<file path="config.mk">
export PLATFORM = sky130hd
export DESIGN_NAME = shift_scheduler
export DESIGN_NICKNAME = d
export VERILOG_FILES = /design/src/rtl/shift_scheduler_pkg.sv /design/src/rtl/shift_sched_align.sv /design/src/rtl/shift_scheduler.sv
export SDC_FILE = /design/constraint.sdc
export NUM_CORES = 1
export LEC_CHECK = 0
export CAP_MARGIN = 40
export CORE_MARGIN = 2
export CORE_UTILIZATION = 52
export CTS_CLUSTER_SIZE = 25
export DETAILED_ROUTE_END_ITERATION = 10
export PLACE_DENSITY = 0.78
export SETUP_SLACK_MARGIN = 0.15
export SLEW_MARGIN = 25
export SYNTH_ARGS = -nofsm -noshare
export SYNTH_HDL_FRONTEND = slang
export SYNTH_SLANG_ARGS = --single-unit
</file>
<file path="constraint.sdc">
create_clock -name clk -period 2.4 [get_ports clk]
set_clock_uncertainty 0.2 [all_clocks]
set_input_delay 0.48 -clock clk [delete_from_list [all_inputs] [get_ports clk]]
set_output_delay 0.48 -clock clk [all_outputs]
set_load 0.05 [all_outputs]
</file>
<file path="src/rtl/shift_scheduler_pkg.sv">
// Shared constants for the shared-memory switch scheduler slice.
//   PORT_NUB_TOTAL : number of switch ports (slots per frame)
//   DATA_WIDTH     : switch data word width
//   SCHED_*        : 2-bit scheduler FSM state codes
package shift_scheduler_pkg;

  localparam int unsigned PORT_NUB_TOTAL = 8;
  localparam int unsigned DATA_WIDTH     = 32;

  localparam logic [1:0] SCHED_IDLE  = 2'd0;
  localparam logic [1:0] SCHED_RUN   = 2'd1;
  localparam logic [1:0] SCHED_DRAIN = 2'd2;

endpackage

</file>
<file path="src/rtl/shift_sched_align.sv">
// Registered rotate pipeline that mirrors the barrel shifter, so the valid mask, slot and
// frame marker leave exactly WIDTH_SEL cycles after they enter, rotated like the data.
// Ports:
//   clk      in   1          clock
//   rst_n    in   1          asynchronous active-low reset
//   in_mask  in   PORT_NUB   issued valid mask (input-port order)
//   in_slot  in   WIDTH_SEL  select issued with in_mask
//   in_sop   in   1          frame start marker issued with in_mask
//   out_mask out  PORT_NUB   mask rotated left by in_slot (output-port order)
//   out_slot out  WIDTH_SEL  in_slot delayed WIDTH_SEL cycles
//   out_sop  out  1          in_sop delayed WIDTH_SEL cycles
module shift_sched_align #(
  parameter int unsigned PORT_NUB  = 8,
  parameter int unsigned WIDTH_SEL = $clog2(PORT_NUB)
) (
  input  logic                 clk,
  input  logic                 rst_n,
  input  logic [PORT_NUB-1:0]  in_mask,
  input  logic [WIDTH_SEL-1:0] in_slot,
  input  logic                 in_sop,
  output logic [PORT_NUB-1:0]  out_mask,
  output logic [WIDTH_SEL-1:0] out_slot,
  output logic                 out_sop
);

  // Stage k rotates left by 2^k when select bit k is set; select travels with the mask.
  for (genvar k = 0; k < WIDTH_SEL; k++) begin : g_stage
    localparam int unsigned Sh = 2 ** k;

    logic [PORT_NUB-1:0]  m_in;
    logic [PORT_NUB-1:0]  m_rot;
    logic [WIDTH_SEL-1:0] s_in;
    logic                 p_in;
    logic [PORT_NUB-1:0]  m_q;
    logic [WIDTH_SEL-1:0] s_q;
    logic                 p_q;

    if (k == 0) begin : g_first
      assign m_in = in_mask;
      assign s_in = in_slot;
      assign p_in = in_sop;
    end else begin : g_next
      assign m_in = g_stage[k-1].m_q;
      assign s_in = g_stage[k-1].s_q;
      assign p_in = g_stage[k-1].p_q;
    end

    assign m_rot = s_in[k] ? {m_in[PORT_NUB-1-Sh:0], m_in[PORT_NUB-1:PORT_NUB-Sh]} : m_in;

    always_ff @(posedge clk or negedge rst_n) begin
      if (!rst_n) begin
        m_q <= '0;
        s_q <= '0;
        p_q <= 1'b0;
      end else begin
        m_q <= m_rot;
        s_q <= s_in;
        p_q <= p_in;
      end
    end
  end

  assign out_mask = g_stage[WIDTH_SEL-1].m_q;
  assign out_slot = g_stage[WIDTH_SEL-1].s_q;
  assign out_sop  = g_stage[WIDTH_SEL-1].p_q;

endmodule

</file>
<file path="src/rtl/shift_scheduler.sv">
// Barrel shifter sequencer: issues the rotating select, masks incoming valids while running,
// and produces valid mask / slot / frame markers aligned with the shifter output.
// Stops only on frame boundaries and drains the shifter pipeline before going idle.
// Ports:
//   clk       in   1          switch clock
//   rst_n     in   1          asynchronous active-low reset
//   enable    in   1          1 = run, 0 = stop at the next frame boundary
//   in_vld    in   PORT_NUB   per-input-port valid, same cycle as port_in
//   select    out  WIDTH_SEL  barrel shifter select (current slot)
//   busy      out  1          running or draining
//   frame_sop out  1          slot 0 issued this cycle while running
//   out_vld   out  PORT_NUB   per-output-port valid aligned with port_out
//   out_slot  out  WIDTH_SEL  select that produced the current port_out
//   out_sop   out  1          frame_sop aligned with port_out
module shift_scheduler
  import shift_scheduler_pkg::*;
#(
  parameter int unsigned PORT_NUB  = PORT_NUB_TOTAL,
  parameter int unsigned WIDTH_SEL = $clog2(PORT_NUB)
) (
  input  logic                 clk,
  input  logic                 rst_n,
  input  logic                 enable,
  input  logic [PORT_NUB-1:0]  in_vld,
  output logic [WIDTH_SEL-1:0] select,
  output logic                 busy,
  output logic                 frame_sop,
  output logic [PORT_NUB-1:0]  out_vld,
  output logic [WIDTH_SEL-1:0] out_slot,
  output logic                 out_sop
);

  localparam logic [WIDTH_SEL-1:0] LastSlot = WIDTH_SEL'(PORT_NUB - 1);
  localparam logic [WIDTH_SEL:0]   Lat      = (WIDTH_SEL + 1)'(WIDTH_SEL);
  localparam logic [WIDTH_SEL:0]   CntOne   = (WIDTH_SEL + 1)'(1);

  logic [1:0]           state_q, state_d;
  logic [WIDTH_SEL-1:0] sel_q, sel_d;
  logic [WIDTH_SEL:0]   cnt_q, cnt_d;
  logic                 run;
  logic [PORT_NUB-1:0]  issued_mask;

  always_comb begin
    state_d = state_q;
    sel_d   = sel_q;
    cnt_d   = cnt_q;
    case (state_q)
      SCHED_IDLE: begin
        sel_d = '0;
        if (enable) state_d = SCHED_RUN;
      end
      SCHED_RUN: begin
        // Natural wrap N-1 -> 0 since N is a power of two.
        sel_d = sel_q + 1'b1;
        if ((sel_q == LastSlot) && !enable) begin
          state_d = SCHED_DRAIN;
          cnt_d   = Lat;
        end
      end
      SCHED_DRAIN: begin
        // enable is deliberately ignored until the pipeline is flushed.
        sel_d = '0;
        cnt_d = cnt_q - 1'b1;
        if (cnt_q == CntOne) begin
          state_d = SCHED_IDLE;
          cnt_d   = '0;
        end
      end
      default: begin
        state_d = SCHED_IDLE;
        sel_d   = '0;
        cnt_d   = '0;
      end
    endcase
  end

  always_ff @(posedge clk or negedge rst_n) begin
    if (!rst_n) begin
      state_q <= SCHED_IDLE;
      sel_q   <= '0;
      cnt_q   <= '0;
    end else begin
      state_q <= state_d;
      sel_q   <= sel_d;
      cnt_q   <= cnt_d;
    end
  end

  assign run         = (state_q == SCHED_RUN);
  assign issued_mask = run ? in_vld : '0;
  assign select      = sel_q;
  assign busy        = (state_q != SCHED_IDLE);
  assign frame_sop   = run && (sel_q == '0);

  shift_sched_align #(
    .PORT_NUB  (PORT_NUB),
    .WIDTH_SEL (WIDTH_SEL)
  ) u_align (
    .clk      (clk),
    .rst_n    (rst_n),
    .in_mask  (issued_mask),
    .in_slot  (sel_q),
    .in_sop   (frame_sop),
    .out_mask (out_vld),
    .out_slot (out_slot),
    .out_sop  (out_sop)
  );

endmodule
</file>
* Word level (Yosys, flattened, before mapping)
Cells that the tools add are included.
** Word-level totals
- Output and inout port bits :: 17
- Input port bits :: 11
- Bits in registers :: 45
** Operators by class
- $add $sub $neg :: 2
- Reductions and logical operators :: 8
- Muxes and demuxes :: 12
- Bitwise logic cells :: 1
- Equality and inequality tests :: 7
** Operators by type and width (count)
- $mux 8 :: 4
- $pmux 4 s3 :: 1
- $mux 4 :: 2
- $mux 2 :: 3
- $pmux 2 s3 :: 1
- $eq 4x1->1 const B :: 1
- $ne 2x2->1 const B :: 2
- $sub 4x1->4 const B :: 1
- $add 3x1->3 const B :: 1
- $eq 3x3->1 const B :: 1
- $logic_not 3->1 :: 1
- $mux 3 :: 1
- $reduce_and 3->1 :: 1
- $eq 2x1->1 const B :: 1
- $eq 2x2->1 const B :: 1
- $logic_and 1x1->1 :: 2
- $logic_not 2->1 :: 1
- $ne 2x1->1 const B :: 1
- $reduce_and 2->1 :: 1
- $reduce_bool 2->1 :: 1
- $logic_not 1->1 :: 1
- $not 1->1 :: 1

* Depth between registers and ports, before layout
- Depth in word-level cells :: 4
- Mapped depth :: 6

* Cells and area by module
Synthesis repeated with hierarchy kept, for this count alone.
** Unflattened totals
- Cell total of the unflattened synthesis :: 131
- Area, all modules :: 1963.1 sq um
** By module, submodules not included
- shift_sched_align :: area each 1295.0 sq um, times used 1, cells each 63, seq. area each 900.9 sq um
- shift_scheduler :: area each 668.1 sq um, times used 1, cells each 68, seq. area each 225.2 sq um

* Worst setup path after synthesis
No wires, ideal clock.
- Path kind :: register -> output
- Start point :: register sel_q[0], in the netlist select[0]
- End point :: output port frame_sop
- Cell stages (with the launch flop) :: 6
- Arrival time :: 1.767 ns
- Required time :: 1.720 ns
- Path slack :: -0.047 ns
- Path through :: dfrtp_1 buf_2 inv_1 ha_1 nand2_1 nor2_1
** Between the ends
- Word-level cells in the longest chain between the ends :: 2
** Ends and longest elaborated chain
- start, declared :: line shift_scheduler.sv:38 : logic [WIDTH_SEL-1:0] sel_q, sel_d;
- start signal, assigned :: line shift_scheduler.sv:84 : sel_q <= sel_d;
- $logic_not 3->1 :: line shift_scheduler.sv:93 : assign frame_sop = run && (sel_q == '0);
- $logic_and 1x1->1 :: line shift_scheduler.sv:93
- end, declared :: line shift_scheduler.sv:27 : output logic frame_sop,
No other way between the ends.

* Final worst setup path
- Start point :: register u_align.g_stage[2].m_q[1], in the netlist u_align.out_mask[1]
- End point :: output port out_vld[1]
** RTL lines
- start, declared :: line shift_sched_align.sv:34 : logic [PORT_NUB-1:0] m_q;
- start signal, assigned :: line shift_sched_align.sv:56 : m_q <= m_rot;
- end, declared :: line shift_scheduler.sv:28 : output logic [PORT_NUB-1:0] out_vld,
No word-level cell between the ends.

==> results by group <==
GRT
  – Global-route wire length before repair: about 4.5 mm
  – Vias in the first global route: ~1,100
  – Global route overflow: 0
  – Tot GR Track Use: 0.148
  – Initial antenna violation count: 0
  – Pin count of the biggest net entering global routing: 19

Power and ir drop
  – Final Total Pwr: around 0.0028 W
  – Sw Pwr: roughly 0.0011 W
  – Flop pwr share: 0.418
  – Switch share: 0.400
  – Pleak: 1.06 nW
  – Clock power share: 0.113
  – Power Density: between 1000 and 1500 nW/um2
  – Maximum vdd drop: 0.720 mV
  – Combinational power share: 0.469
  – Pint: ~0.0017 W

Floorplanning
  – I/O pins: 28
  – Core area: about 3300 um2
  – # rows: 21
  – Initial Utilization: 0.538
  – Die area: ~4000 um2
  – Die width: around 63 um
  – Chip height: approximately 63 um

Worst setup path
  – WP data required: 1720 ps
  – Crit path arrival time: ~1500 ps
  – Worst-path cell chain: clkdlybuf4s50_1
  – Worst Setup Start Kind: register
  – CP max-delay cell: clkdlybuf4s50_1
  – CP Buf/Inv Count: 1
  – Slowest stage delay, CP: 800 ps
  – Crit. End Element: primary output
  – CP Class: register to primary output
  – CP top delay family: buffers and inverters
  – CP max FO: 1

Timing
  – Hold_ws: 161 ps
  – Tmin final: between 2000 and 2500 ps
  – Setup TNS: 0 ps
  – RSZ-0062 raised after global routing: no
  – Slew Limit Fails: 0
  – Slew @ Worst Pin: 498 ps
  – Max Clk Rate: roughly 460 MHz
  – Final period util: 0.898
  – Rel. slew slack: 0.667
  – Fin. Hold Viols: 0
  – Final setup fails: 0

Min path
  – HP Class: register to register

Route
  – Drt initial violations: 17
  – Routed vias/inst: 4.97
  – Drt pass-1 iters: 4
  – Routed WL: 2.43 mm
  – DR WL/cell: between 10 and 15 um
  – ANT nets after route: 0
  – Vias: 1,039
  – Remaining DRCs: 0

Clocking
  – CTS H-Tree Depth: 2
  – CTS buffer count: 5
  – Setup repair bufs after CTS: 0
  – Clock root cell: clkbuf_4
  – TritonCTS clock tree: yes
  – CTS Sinks: 45
  – Clock slew at reported path FFs: between 100 and 150 ps
  – Clk_lat worst skew: 340 ps
  – CTS Buffer Depth: 2

Finish
  – Nets@finish: around 180
  – Share of cells above drive strength 1: 0.196
  – ANT cells: 0
  – Area grow syn2layout: 22.6%

Placement
  – Placer congestion estimate: ~0.73
  – Port bufs: 27
  – Dpl hpwl: between 1.5 and 2 mm

Synth
  – Synth Instances: approximately 130
  – Register area share after synthesis: 0.632
  – Number of synthesized flops with an enable pin: 0
  – Yosys warning total: 0
  – Synth Register Bits: 45
  – Synthesized area: around 1800 um2
  – Cell variety after synth: 24
  – Post-synth ARST share: 1.00
  – Syn_area_per_cell: 14.0 um2
  – Top cells by area, synth: dfrtp_1 (63%), mux2_2 (10%), ha_1 (6.3%)
  – Top cells by instance count after synthesis: dfrtp_1 (45), mux2_2 (16), nor2b_1 (10)
  – Post-synth top area cell: dfrtp_1
  – Dominant synthesized flop cell: dfrtp_1
  – Net Count, Synth: around 150
  – Count leader, synth: dfrtp_1
  – Share of the synthesized area in the top cell type: 0.632

Outcome
  – Status: completed

Run
  – Maxcap violations: 0
metal layers:
metal	part of all wire	track usage	up-vias
li1	-	-	499
met4	0.0041	0.0611	0
met1	0.41	0.165	509
met2	0.54	0.255	29
met5	0	0	-
met3	0.049	0.0541	2
power groups by stage:
stage | clock network [W] | logic, W | registers (W)
floorplan | 0 | 0.000615 | 0.00151
global placement | 0 | 0.00132 | 0.00119
detailed placement | 0 | 0.00135 | 0.00121
CTS | 0.000340 | 0.00135 | 0.00119
global route | 0.000381 | 0.00143 | 0.00123
finish | 0.000321 | 0.00133 | 0.00119
flip-flops by register name (all words and copies together), names as in the netlist:
name,cells
cnt_q,4
select,3
state_q,2
u_align.g_stage.m_q,16
u_align.g_stage.p_q,2
u_align.g_stage.s_q,6
u_align.out_mask,8
u_align.out_slot,3
u_align.out_sop,1
final cells by class:
type	instances	area, um2
tap	46	57.6
multi-input combinational	71	614
clock inverter	2	10.0
clock buffer	6	41.3
sequential	45	1130
fill	265	1130
timing repair buffer	32	308
inverter	7	26.3
worst paths after layout:
kind	startpoint	depth (start not counted)	end	slack, ps
max in group asynchronous	rst_n	3	u_align.g_stage[0].m_q[5]	1090
worst max-delay path	u_align.out_mask[1]	1	out_vld[1]	250
min in group asynchronous	rst_n	2	u_align.g_stage[0].p_q	380
worst min register to register	u_align.g_stage[1].s_q[0]	0	u_align.out_slot[0]	160
worst max register to register	select[0]	6	state_q[1]	580
worst min-delay path	u_align.g_stage[1].s_q[0]	0	u_align.out_slot[0]	160
per-stage QoR:
step | cell area (um2) | instances | setup slack (ps) | utilization
floorplan | 1780 | 127 | 182 | -
global placement | 2120 | 200 | 402 | 0.642
detailed placement | 2120 | 200 | 362 | 0.642
CTS | 2180 | 209 | 212 | 0.659
global route | 2180 | 209 | 165 | 0.659
finish | 2180 | 209 | 245 | 0.659
cells in the final DEF, fill, tap and decap left out, types with 3 or more instances in the layout:
master	Yosys	routed
buf_4	0	6
nor2b_1	10	10
nand2_1	3	3
o21ai_0	3	3
and2_1	3	3
mux2i_1	8	8
inv_1	7	7
clkbuf_4	0	5
ha_1	9	9
dfrtp_1	45	45
nor2_1	4	3
mux2_2	16	16
clkdlybuf4s50_1	0	21
cells by family after synthesis:
group / Yosys count / synth area share
AOI/OAI and AO/OA: 12 / 0.0457
adders and majority gates: 9 / 0.0632
buffers and inverters: 11 / 0.0239
DFF: 45 / 0.632
muxes: 26 / 0.159
and+or+nand+nor: 24 / 0.0759
what timing repair did:
action,4_1_cts,5_1_grt
gates resized for setup,2,0
endpoints found under the hold margin,16,0
setup endpoints to repair,2,0
hold buffers,1,0
No activity file was read; power rests on OpenSTA's default activity.
